### config.mk
export PLATFORM = sky130hd
export DESIGN_NAME = lsu_agen_rx_queue
export DESIGN_NICKNAME = d
export VERILOG_FILES = /design/src/rtl/lsu_agen_rx_queue.sv
export SDC_FILE = /design/constraint.sdc
export NUM_CORES = 1
export LEC_CHECK = 0
export ABC_AREA = 1
export BUFFER_PORTS_ARGS = -buffer_cell sky130_fd_sc_hd__buf_2
export CORE_ASPECT_RATIO = 1.2
export CORE_MARGIN = 1
export CORE_UTILIZATION = 30
export CTS_CLUSTER_DIAMETER = 60
export DETAILED_ROUTE_END_ITERATION = 10
export GPL_TIMING_DRIVEN = 0
export MAX_ROUTING_LAYER = met4
export PLACE_DENSITY_LB_ADDON = 0.05
export SETUP_SLACK_MARGIN = 0.15
export SYNTH_ARGS = -nofsm -noshare
export SYNTH_HDL_FRONTEND = slang
export SYNTH_SLANG_ARGS = --single-unit
### constraint.sdc
create_clock -name clk -period 26.9 [get_ports clk]
set_input_delay 4.035 -clock clk [delete_from_list [all_inputs] [get_ports clk]]
set_output_delay 4.035 -clock clk [all_outputs]
set_load 0.05 [all_outputs]
### src/rtl/lsu_agen_rx_queue.sv
// AGEN->LSU receive queue: circular buffer of ld/st packets with
// branch-mask squash on mispredict and mask clearing on verify.
module lsu_agen_rx_queue #(
    parameter int DEPTH        = 4,
    parameter int MASK_W       = 8,
    parameter int MASK_LOG     = 3,
    parameter int PAYLOAD_W    = 96,
    parameter int STALL_THRESH = 2,
    localparam int PKT_W       = MASK_W + PAYLOAD_W,
    localparam int PTR_W       = $clog2(DEPTH),
    localparam int CNT_W       = PTR_W + 1
) (
    input  logic                clk,
    input  logic                reset,
    input  logic                agenPacketValid_i,
    input  logic [PKT_W-1:0]    agenPacket_i,
    input  logic                ctrlMispredict_i,
    input  logic [MASK_LOG-1:0] ctrlSMTid_i,
    input  logic                ctrlVerified_i,
    input  logic [MASK_LOG-1:0] ctrlVerifyId_i,
    input  logic                lsuReady_i,
    output logic                lsuPacketValid_o,
    output logic [PKT_W-1:0]    lsuPacket_o,
    output logic                stall_o,
    output logic [CNT_W-1:0]    count_o,
    output logic                overflow_o
);

    localparam logic [CNT_W-1:0] FULL_CNT  = CNT_W'(DEPTH);
    localparam logic [CNT_W-1:0] STALL_CNT = CNT_W'(DEPTH - STALL_THRESH);

    logic                 slotVld     [DEPTH];
    logic [MASK_W-1:0]    slotMask    [DEPTH];
    logic [PAYLOAD_W-1:0] slotPayload [DEPTH];

    logic [PTR_W-1:0] head;
    logic [PTR_W-1:0] tail;
    logic [CNT_W-1:0] count;
    logic [CNT_W-1:0] nextCount;

    logic             countNz;
    logic             full;
    logic             headSquash;
    logic             pop;
    logic             push;
    logic [MASK_W-1:0] inMask;
    logic [MASK_W-1:0] wrMask;
    logic             wrVld;

    always_comb begin
        countNz          = (count != '0);
        full             = (count == FULL_CNT);
        headSquash       = ctrlMispredict_i & slotMask[head][ctrlSMTid_i];
        lsuPacketValid_o = countNz & slotVld[head] & ~headSquash;
        lsuPacket_o      = {slotMask[head], slotPayload[head]};
        // Bubbles and freshly squashed heads leave without a handshake
        pop  = (lsuPacketValid_o & lsuReady_i) | (countNz & ~lsuPacketValid_o);
        push = agenPacketValid_i & (~full | pop);
        inMask = agenPacket_i[PKT_W-1 -: MASK_W];
        wrMask = inMask;
        if (ctrlVerified_i) begin
            wrMask[ctrlVerifyId_i] = 1'b0;
        end
        wrVld     = ~(ctrlMispredict_i & inMask[ctrlSMTid_i]);
        nextCount = count + CNT_W'(push) - CNT_W'(pop);
    end

    assign count_o = count;

    always_ff @(posedge clk) begin
        if (reset) begin
            head       <= '0;
            tail       <= '0;
            count      <= '0;
            stall_o    <= 1'b0;
            overflow_o <= 1'b0;
            for (int i = 0; i < DEPTH; i++) begin
                slotVld[i]     <= 1'b0;
                slotMask[i]    <= '0;
                slotPayload[i] <= '0;
            end
        end else begin
            for (int i = 0; i < DEPTH; i++) begin
                if (ctrlMispredict_i && slotMask[i][ctrlSMTid_i]) begin
                    slotVld[i] <= 1'b0;
                end
                if (ctrlVerified_i) begin
                    slotMask[i][ctrlVerifyId_i] <= 1'b0;
                end
            end
            // The tail write lands last so it overrides the broadcast above
            if (push) begin
                slotVld[tail]     <= wrVld;
                slotMask[tail]    <= wrMask;
                slotPayload[tail] <= agenPacket_i[PAYLOAD_W-1:0];
                tail              <= tail + PTR_W'(1);
            end
            if (pop) begin
                head <= head + PTR_W'(1);
            end
            count   <= nextCount;
            stall_o <= (nextCount >= STALL_CNT);
            if (agenPacketValid_i && full && !pop) begin
                overflow_o <= 1'b1;
            end
        end
    end

endmodule

-- After elaboration in Yosys (flattened, before gate mapping)
Memory sizes are Yosys's and may differ from the RTL's. A register that Yosys moved wholly into a read port is not among the register bits.
Cells that the tools add are included.
- input bits: 116
- memory bits (writable): 420
- memories kept: 3
- bits in registers: 9
- output and inout bits: 110
- logic and storage cells: 158
- muxes and demuxes: 80
- bitwise gates (word level): 51
- add/sub/neg operators: 4
- equality and inequality tests: 1
- $lt $le $gt $ge: 4
- reductions and logical operators: 10
- memory list (memory ; words ; bits a word ; read ports ; clocked after memory_dff ; write ports ; line ; text):
    slotPayload ; 4 ; 96 ; 1 ; 1 ; 4 ; 34 ; logic [PAYLOAD_W-1:0] slotPayload [DEPTH];
    slotMask ; 4 ; 8 ; 5 ; 1 ; 5 ; 33 ; logic [MASK_W-1:0] slotMask [DEPTH];
    slotVld ; 4 ; 1 ; 1 ; 1 ; 5 ; 32 ; logic slotVld [DEPTH];
- operator list (operator ; number):
    $mux 96 ; 1
    $reduce_or 96->1 ; 1
    $mux 1 ; 63
    $or 1x1->1 ; 38
    $bmux 1 s3 ; 6
    $mux 8 ; 2
    $mux 2 ; 7
    $and 8x8->8 ; 1
    $lt 3x4->1 const B ; 2
    $not 8->8 ; 1
    $and 1x1->1 ; 7
    $logic_and 1x1->1 ; 7
    $add 2x1->2 const B ; 2
    $not 1->1 ; 4
    $add 3x1->3 ; 1
    $demux 1 s3 ; 1
    $eq 3x3->1 const B ; 1
    $ge 3x1->1 const B ; 1
    $ge 3x2->1 const B ; 1
    $reduce_bool 3->1 ; 1
    $sub 3x1->3 ; 1
    $logic_not 1->1 ; 1

-- Longest topological paths before layout
Gate-level depths: netlist (run 1).
- word-level depth: 15
- gate-level depth with buffers: 18
- depth with buffers taken out: 17

-- Least setup slack after synthesis (run 1)
No wires, ideal clock.
- path type: input-to-reg
- start: input port ctrlSMTid_i[0]
- end: memory slotPayload[1][0] (enable)
- cell stages on the path: 11
- path buffers: 2
- data arrival time: 11.867 ns
- data required time: 26.217 ns
- library setup time: 0.683 ns
- setup slack: 14.350 ns
- cells stage by stage: clkbuf_1 inv_1 nand3_1 nand2_1 nand2_1 nand3_1 nand3_2 nand4_4 nand4_4 buf_4 o21ai_0
- RTL lines (what ; line ; text):
    start, declared ; 18 ; input logic [MASK_LOG-1:0] ctrlSMTid_i,
    end, declared ; 34 ;

-- Final worst setup path (run 1)
- start: input port ctrlSMTid_i[0]
- end: output port lsuPacketValid_o
- cells in the longest elaborated chain, start to end: 5
- ends and longest elaborated chain (what ; line ; text):
    $bmux 1 s3 ; 53 ; headSquash = ctrlMispredict_i & slotMask[head][ctrlSMTid_i];
    $mux 1 (implied by the code) ; 53 ;
    $and 1x1->1 ; 53 ;
    $not 1->1 ; 54 ; lsuPacketValid_o = countNz & slotVld[head] & ~headSquash;
    $and 1x1->1 ; 54 ;
    end, declared ; 22 ; output logic lsuPacketValid_o,
Every way passes these cells. The select of a mux whose other input is x is not followed.

==> impl_results.md, run 1 <==
* Register area share after synthesis at 62.8%
* Combinational power share at 44.1%
* Port Buf Inserts at 223
* P_sw at 0.00122 W
* Antenna-violating nets left at 0
* Routing usage on met1 at 26.8%
* Commonest non-fill, non-tap cell in the layout: edfxtp_1
* Initial antenna violation count at 3
* Drt drc at 0
* Initial Utilization at 30.4%
* Synth Warn # at 0
* Cts hold-fix bufs at 0
* Clock share of power at 24.7%
* Asr flop ratio synth at 0%
* HP Class: flip-flop to flip-flop
* Setup bufs post-CTS at 0
* CTS sink count at 431
* CP Capture Type: primary output
* Net Count, Synth at 1986
* Power Internal at 0.00141 W
* First-pass GRT wire length at 104000 µm
* Die width at 240 µm
* Met3 Use GR at 2.95%
* Share of layout cells above drive strength 1 at 24.3%
* Post-Layout Inst Area at 24600 µm²
* Post-route setup slack at 17.33 ns
* CTS Buf Count at 50
* Placed insts at 3005
* Placed Area at 23100 µm²
* Max-cap violations at 0
* Mean Syn Cell Area at 11.0 µm²
* Maximum fanout along the worst path at 7
* Via count at 15.3k
* CTS max path bufs at 3
* Fin Setup TNS at 0 ns
* CTS-repair resized insts at 0
* Ys flop type: edfxtp_1
* WS Path Type: primary input to primary output
* 1st-iter DRT viols at 1148
* Crit path launch type: primary input
* N_diodes at 0
* Fillers at 6860
* Slew headroom at 22.0%
* Root Buffer Master: clkbuf_16
* Routability congestion estimate at 0.864
* EDFF count, synth at 420
* Count of final setup violators at 0
* Post-DR wirelength/cell at 23.0 µm
* Nets at 2278
* P_leak at 9.33 nW
* CP arrival at 5.54 ns
* Period Utilization, post-route at 35.6%
* Clk pin slew, worst setup/hold paths at 0.06 ns
* DRT Wirelength at 71300 µm
* Cell Pwr Density at 107 nW/µm²
* Status: finished, final reports clean
* Post-DP HPWL at 48800 µm
* Die height at 288 µm
* Sw Ratio at 46.3%
* Top Usage Layer GRT: met2
* Syn Std Cell Area at 20400 µm²
* Fmax at 104 MHz
* Clock skew after layout at 0.0210 ns
* Peak VDD IR at 0.0000562 V
* Final min period at 9.57 ns
* Congestion Overflow GR at 0
* Vias in the first global route at 15.5k
* Synth Register Bits at 431
* H-tree depth at 2
* Die area at 69200 µm²
* # rows at 104
* Drt via density at 4.96
* CTS tree: done
* I/O pins at 226
* GR Layer Usage met2 at 35.4%
* Total track usage at 21.2%
* Unrepaired setup endpoints after global routing: no
* Worst-skew pair later-pin latency at 0.60 ns
* Synth cell types at 32
* Pre-CTS WS at 17.33 ns
* Sequential fraction of design power at 31.2%
* Largest net degree at the start of global routing at 27
* Hold_ws at 0.453 ns
* Hold Fails Final Rpt at 0
* Non-filler cells, final at 3095
* Core area at 67300 µm²
* Layout area overhead at 20.4%
* Drt first pass iters at 5
* Fin. max-slew vios at 0
* Commonest cells after routing, fill and taps aside: 420 x edfxtp_1, 359 x nor2_1, 244 x buf_2
* Worst-Margin Slew at 1.17 ns
* Critical Path RT at 22.86 ns
* Mapped Cells at 1864
final timing paths:
path                        from                 end  slack [ns]  depth (start not counted)
setup reg to reg       flip-flop  slotPayload[3][69]       23.28                         15
hold reg to reg       overflow_o          overflow_o        0.45                          2
setup / recovery  ctrlSMTid_i[0]    lsuPacketValid_o       17.33                         10
hold / removal        overflow_o          overflow_o        0.45                          2
flip-flops by register name, summed over array words and instances (netlist names), named ones only:
register,count
stall_o,1
slotVld,4
slotMask,32
count_o,3
head,2
tail,2
slotPayload,384
overflow_o,1
final cells by class:
class | instances | area (µm²) | area share, %
clock inverter | 24 | 131 | 0.534
timing repair buffer | 240 | 1490 | 6.07
sequential | 431 | 12800 | 52.2
clock buffer | 66 | 1380 | 5.59
multi-input combinational | 1151 | 6350 | 25.8
inverter | 127 | 479 | 1.95
tap | 901 | 1130 | 4.58
buffer | 155 | 811 | 3.30
synthesized netlist by cell type (9+ instances only):
master | n | area [µm²]
buf_4 | 10 | 75.1
nor3_2 | 159 | 1590
inv_1 | 122 | 458
edfxtp_1 | 420 | 12600
nand3_1 | 33 | 165
dfxtp_1 | 11 | 220
a21oi_1 | 9 | 45.0
clkbuf_1 | 97 | 364
o22ai_1 | 98 | 613
o21ai_0 | 228 | 1140
nor3_1 | 130 | 651
buf_2 | 21 | 105
buf_6 | 22 | 248
nor2_1 | 360 | 1350
nand2_1 | 93 | 349
layer usage:
metal / vias up / part of all wire (%)
li1: 7209 / -
met1: 7589 / 43
met2: 439 / 50
met3: 102 / 4.8
met4: 0 / 2.4
met5: - / 0
metrics by stage:
stage,power [W],util [%]
finish,0.00263,36.6
global route,0.00275,36.6
CTS,0.00266,36.6
detailed placement,0.00201,34.3
global placement,0.00201,33.7
floorplan,0.00163,-
worst max-delay path, stage by stage:
cell and delay (ns):
clkbuf_1 0.28, inv_1 0.22, nand3_1 0.14, nand2_1 0.08
nand2_1 0.07, nand3_1 0.07, nand3_2 0.13, nand2_1 0.07
inv_1 0.14, buf_2 0.29
logic make-up (layout without fill, tap and decap cells):
logic type      Yosys count  in the layout  synth area share, %
simple gates            794            794                 21.1
compound gates          349            349                 9.32
buf+inv                 282            612                 6.31
xor+xnor                  2              2               0.0857
flops                   431            431                 62.8
fa+ha+maj                 6              6                0.404
power by group through the flow:
stage	clock (W)	combinational [W]	sequential [W]
floorplan	0	0.000779	0.000848
global placement	0	0.00116	0.000853
global route	0.000687	0.00123	0.000826
detailed placement	0	0.00117	0.000834
CTS	0.000664	0.00118	0.000820
finish	0.000649	0.00116	0.000820
Note: power is estimated with default switching activity, not from simulation.
==> run 2: changes to the inputs <==
clock period = 9.1 ns   (was 26.9 ns; I/O delays follow)
==> run 2 against run 1 <==
Count of clock-buffer cells in the layout grew 4. Core utilization grew 0.39 points. Sequential power grew to 3.0 times the previous value. Critical path type is now flip-flop to primary output.
==> impl_results.md, run 2 (synthesis gave the netlist of run 1 again) <==
* Status: finished, final reports clean
* CP arrival at 4.33 ns
* Commonest cells after routing, fill and taps aside: 420 x edfxtp_1, 359 x nor2_1, 244 x buf_2
* Worst-Margin Slew at 1.22 ns
* Port Buf Inserts at 223
* Slew headroom at 18.4%
* Cts hold-fix bufs at 0
* Core Util, Final at 37.0%
* Peak VDD IR at 0.000226 V
* 1st-iter DRT viols at 972
* Cell Pwr Density at 320 nW/µm²
* # rows at 104
* Storage element area at 12800 µm²
* Worst-skew pair later-pin latency at 0.60 ns
* Via count at 15.4k
* DRT Wirelength at 71300 µm
* H-tree depth at 2
* Hold_ws at 0.459 ns
* CTS max path bufs at 3
* Share of layout cells above drive strength 1 at 24.9%
* Die width at 240 µm
* Post-DR wirelength/cell at 23.0 µm
* Sequential fraction of design power at 30.4%
* WS Path Type: flip-flop to primary output
* Placed insts at 3007
* Max-cap violations at 0
* Critical Path RT at 7.74 ns
* Sw Ratio at 45.5%
* Vias in the first global route at 15.7k
* Non-filler cells, final at 3104
* Fin. max-slew vios at 0
* Maximum fanout along the worst path at 10
* Pre-CTS WS at 4.05 ns
* CP Capture Type: primary output
* Post-DP HPWL at 48800 µm
* CTS sink count at 431
* Clock share of power at 26.6%
* Count of final setup violators at 0
* Hold Fails Final Rpt at 0
* P_leak at 9.46 nW
* Root Buffer Master: clkbuf_16
* Commonest non-fill, non-tap cell in the layout: edfxtp_1
* P_sw at 0.00362 W
* Congestion Overflow GR at 0
* Fmax at 176 MHz
* Unrepaired setup endpoints after global routing: no
* Initial Utilization at 30.4%
* Antenna-violating nets left at 0
* Largest register FFs at 384
* First-pass GRT wire length at 104000 µm
* Setup bufs post-CTS at 0
* Die height at 288 µm
* CTS Buf Count at 51
* Drt drc at 0
* Largest regs: slotPayload (384), slotMask (32), slotVld (4)
* Placed Area at 23200 µm²
* HP Class: flip-flop to flip-flop
* Routability congestion estimate at 0.851
* Post-route setup slack at 3.40 ns
* Layout area overhead at 21.7%
* Final min period at 5.70 ns
* Initial antenna violation count at 2
* Fillers at 6848
* Drt via density at 4.95
* Largest net degree at the start of global routing at 27
* Nets at 2281
* Most flops, register: slotPayload
* Total track usage at 21.2%
* CTS tree: done
* I/O pins at 226
* CTS-repair resized insts at 0
* Clk pin slew, worst setup/hold paths at 0.06 ns
* Crit path launch type: flip-flop
* Post-Layout Inst Area at 24900 µm²
* Area of the multi-input gates at 6350 µm²
* Power Internal at 0.00434 W
* Core area at 67300 µm²
* Die area at 69200 µm²
* Combinational power share at 43.0%
* Period Utilization, post-route at 62.6%
* Drt first pass iters at 5
* Clock skew after layout at 0.0126 ns
-- run 2: changes by cell type in the layout (fill, tap and decap cells not counted), sizes merged --
| cell | before | now |
|---|---|---|
| buf | 298 | 300 |
| bufinv | 1 | 6 |
| clkbuf | 163 | 167 |
| clkinv | 22 | 14 |
| diode | 0 | 2 |
| inv | 127 | 131 |
-- run 2: metal layers --
metal	up-vias	GRT usage (%)	part of all wire, %
met5	-	-	0
met3	107	2.95	4.8
met2	441	35.0	49
met1	7605	27.0	43
met4	0	5.91	2.6
li1	7221	-	-
-- run 2: final timing paths --
kind,start,endpoint,slack [ns],cells after the start
max,flip-flop,lsuPacket_o[16],3.40,7
min,overflow_o,overflow_o,0.46,2
max reg2reg,flip-flop,slotPayload[3][69],5.46,15
min reg2reg,overflow_o,overflow_o,0.46,2
-- run 2: through the flow --
step / total power [W] / TNS (ns)
global placement: 0.00595 / -1947.21
finish: 0.00797 / 0
floorplan: 0.00481 / -146.89
detailed placement: 0.00594 / 0
global route: 0.00832 / 0
CTS: 0.00806 / 0
-- run 2: layout make-up --
type,count,share of cell area [%]
Clock inverter,25,1.15
Tap cell,901,4.53
Buffer,155,3.26
Inverter,127,1.93
Timing Repair Buffer,242,6.29
Multi-Input combinational cell,1151,25.5
Clock buffer,70,5.66
Antenna cell,2,0.0201
Sequential cell,431,51.6
-- run 2: worst max-delay path: stages, from the launching register on --
cell and delay, ns:
dfxtp_1 0.42, buf_4 0.23, clkbuf_1 0.77, clkbuf_1 0.79, clkbuf_1 0.55, nor2_1 0.11
o22ai_1 0.48, buf_2 0.37
-- run 2: power by group through the flow --
stage          Clock (W)  Sequential (W)  Combinational (W)
2_1_floorplan          0         0.00250            0.00230
3_3_place_gp           0         0.00252            0.00343
3_5_place_dp           0         0.00247            0.00347
4_1_cts          0.00216         0.00243            0.00348
5_1_grt          0.00222         0.00244            0.00366
6_report         0.00212         0.00242            0.00343
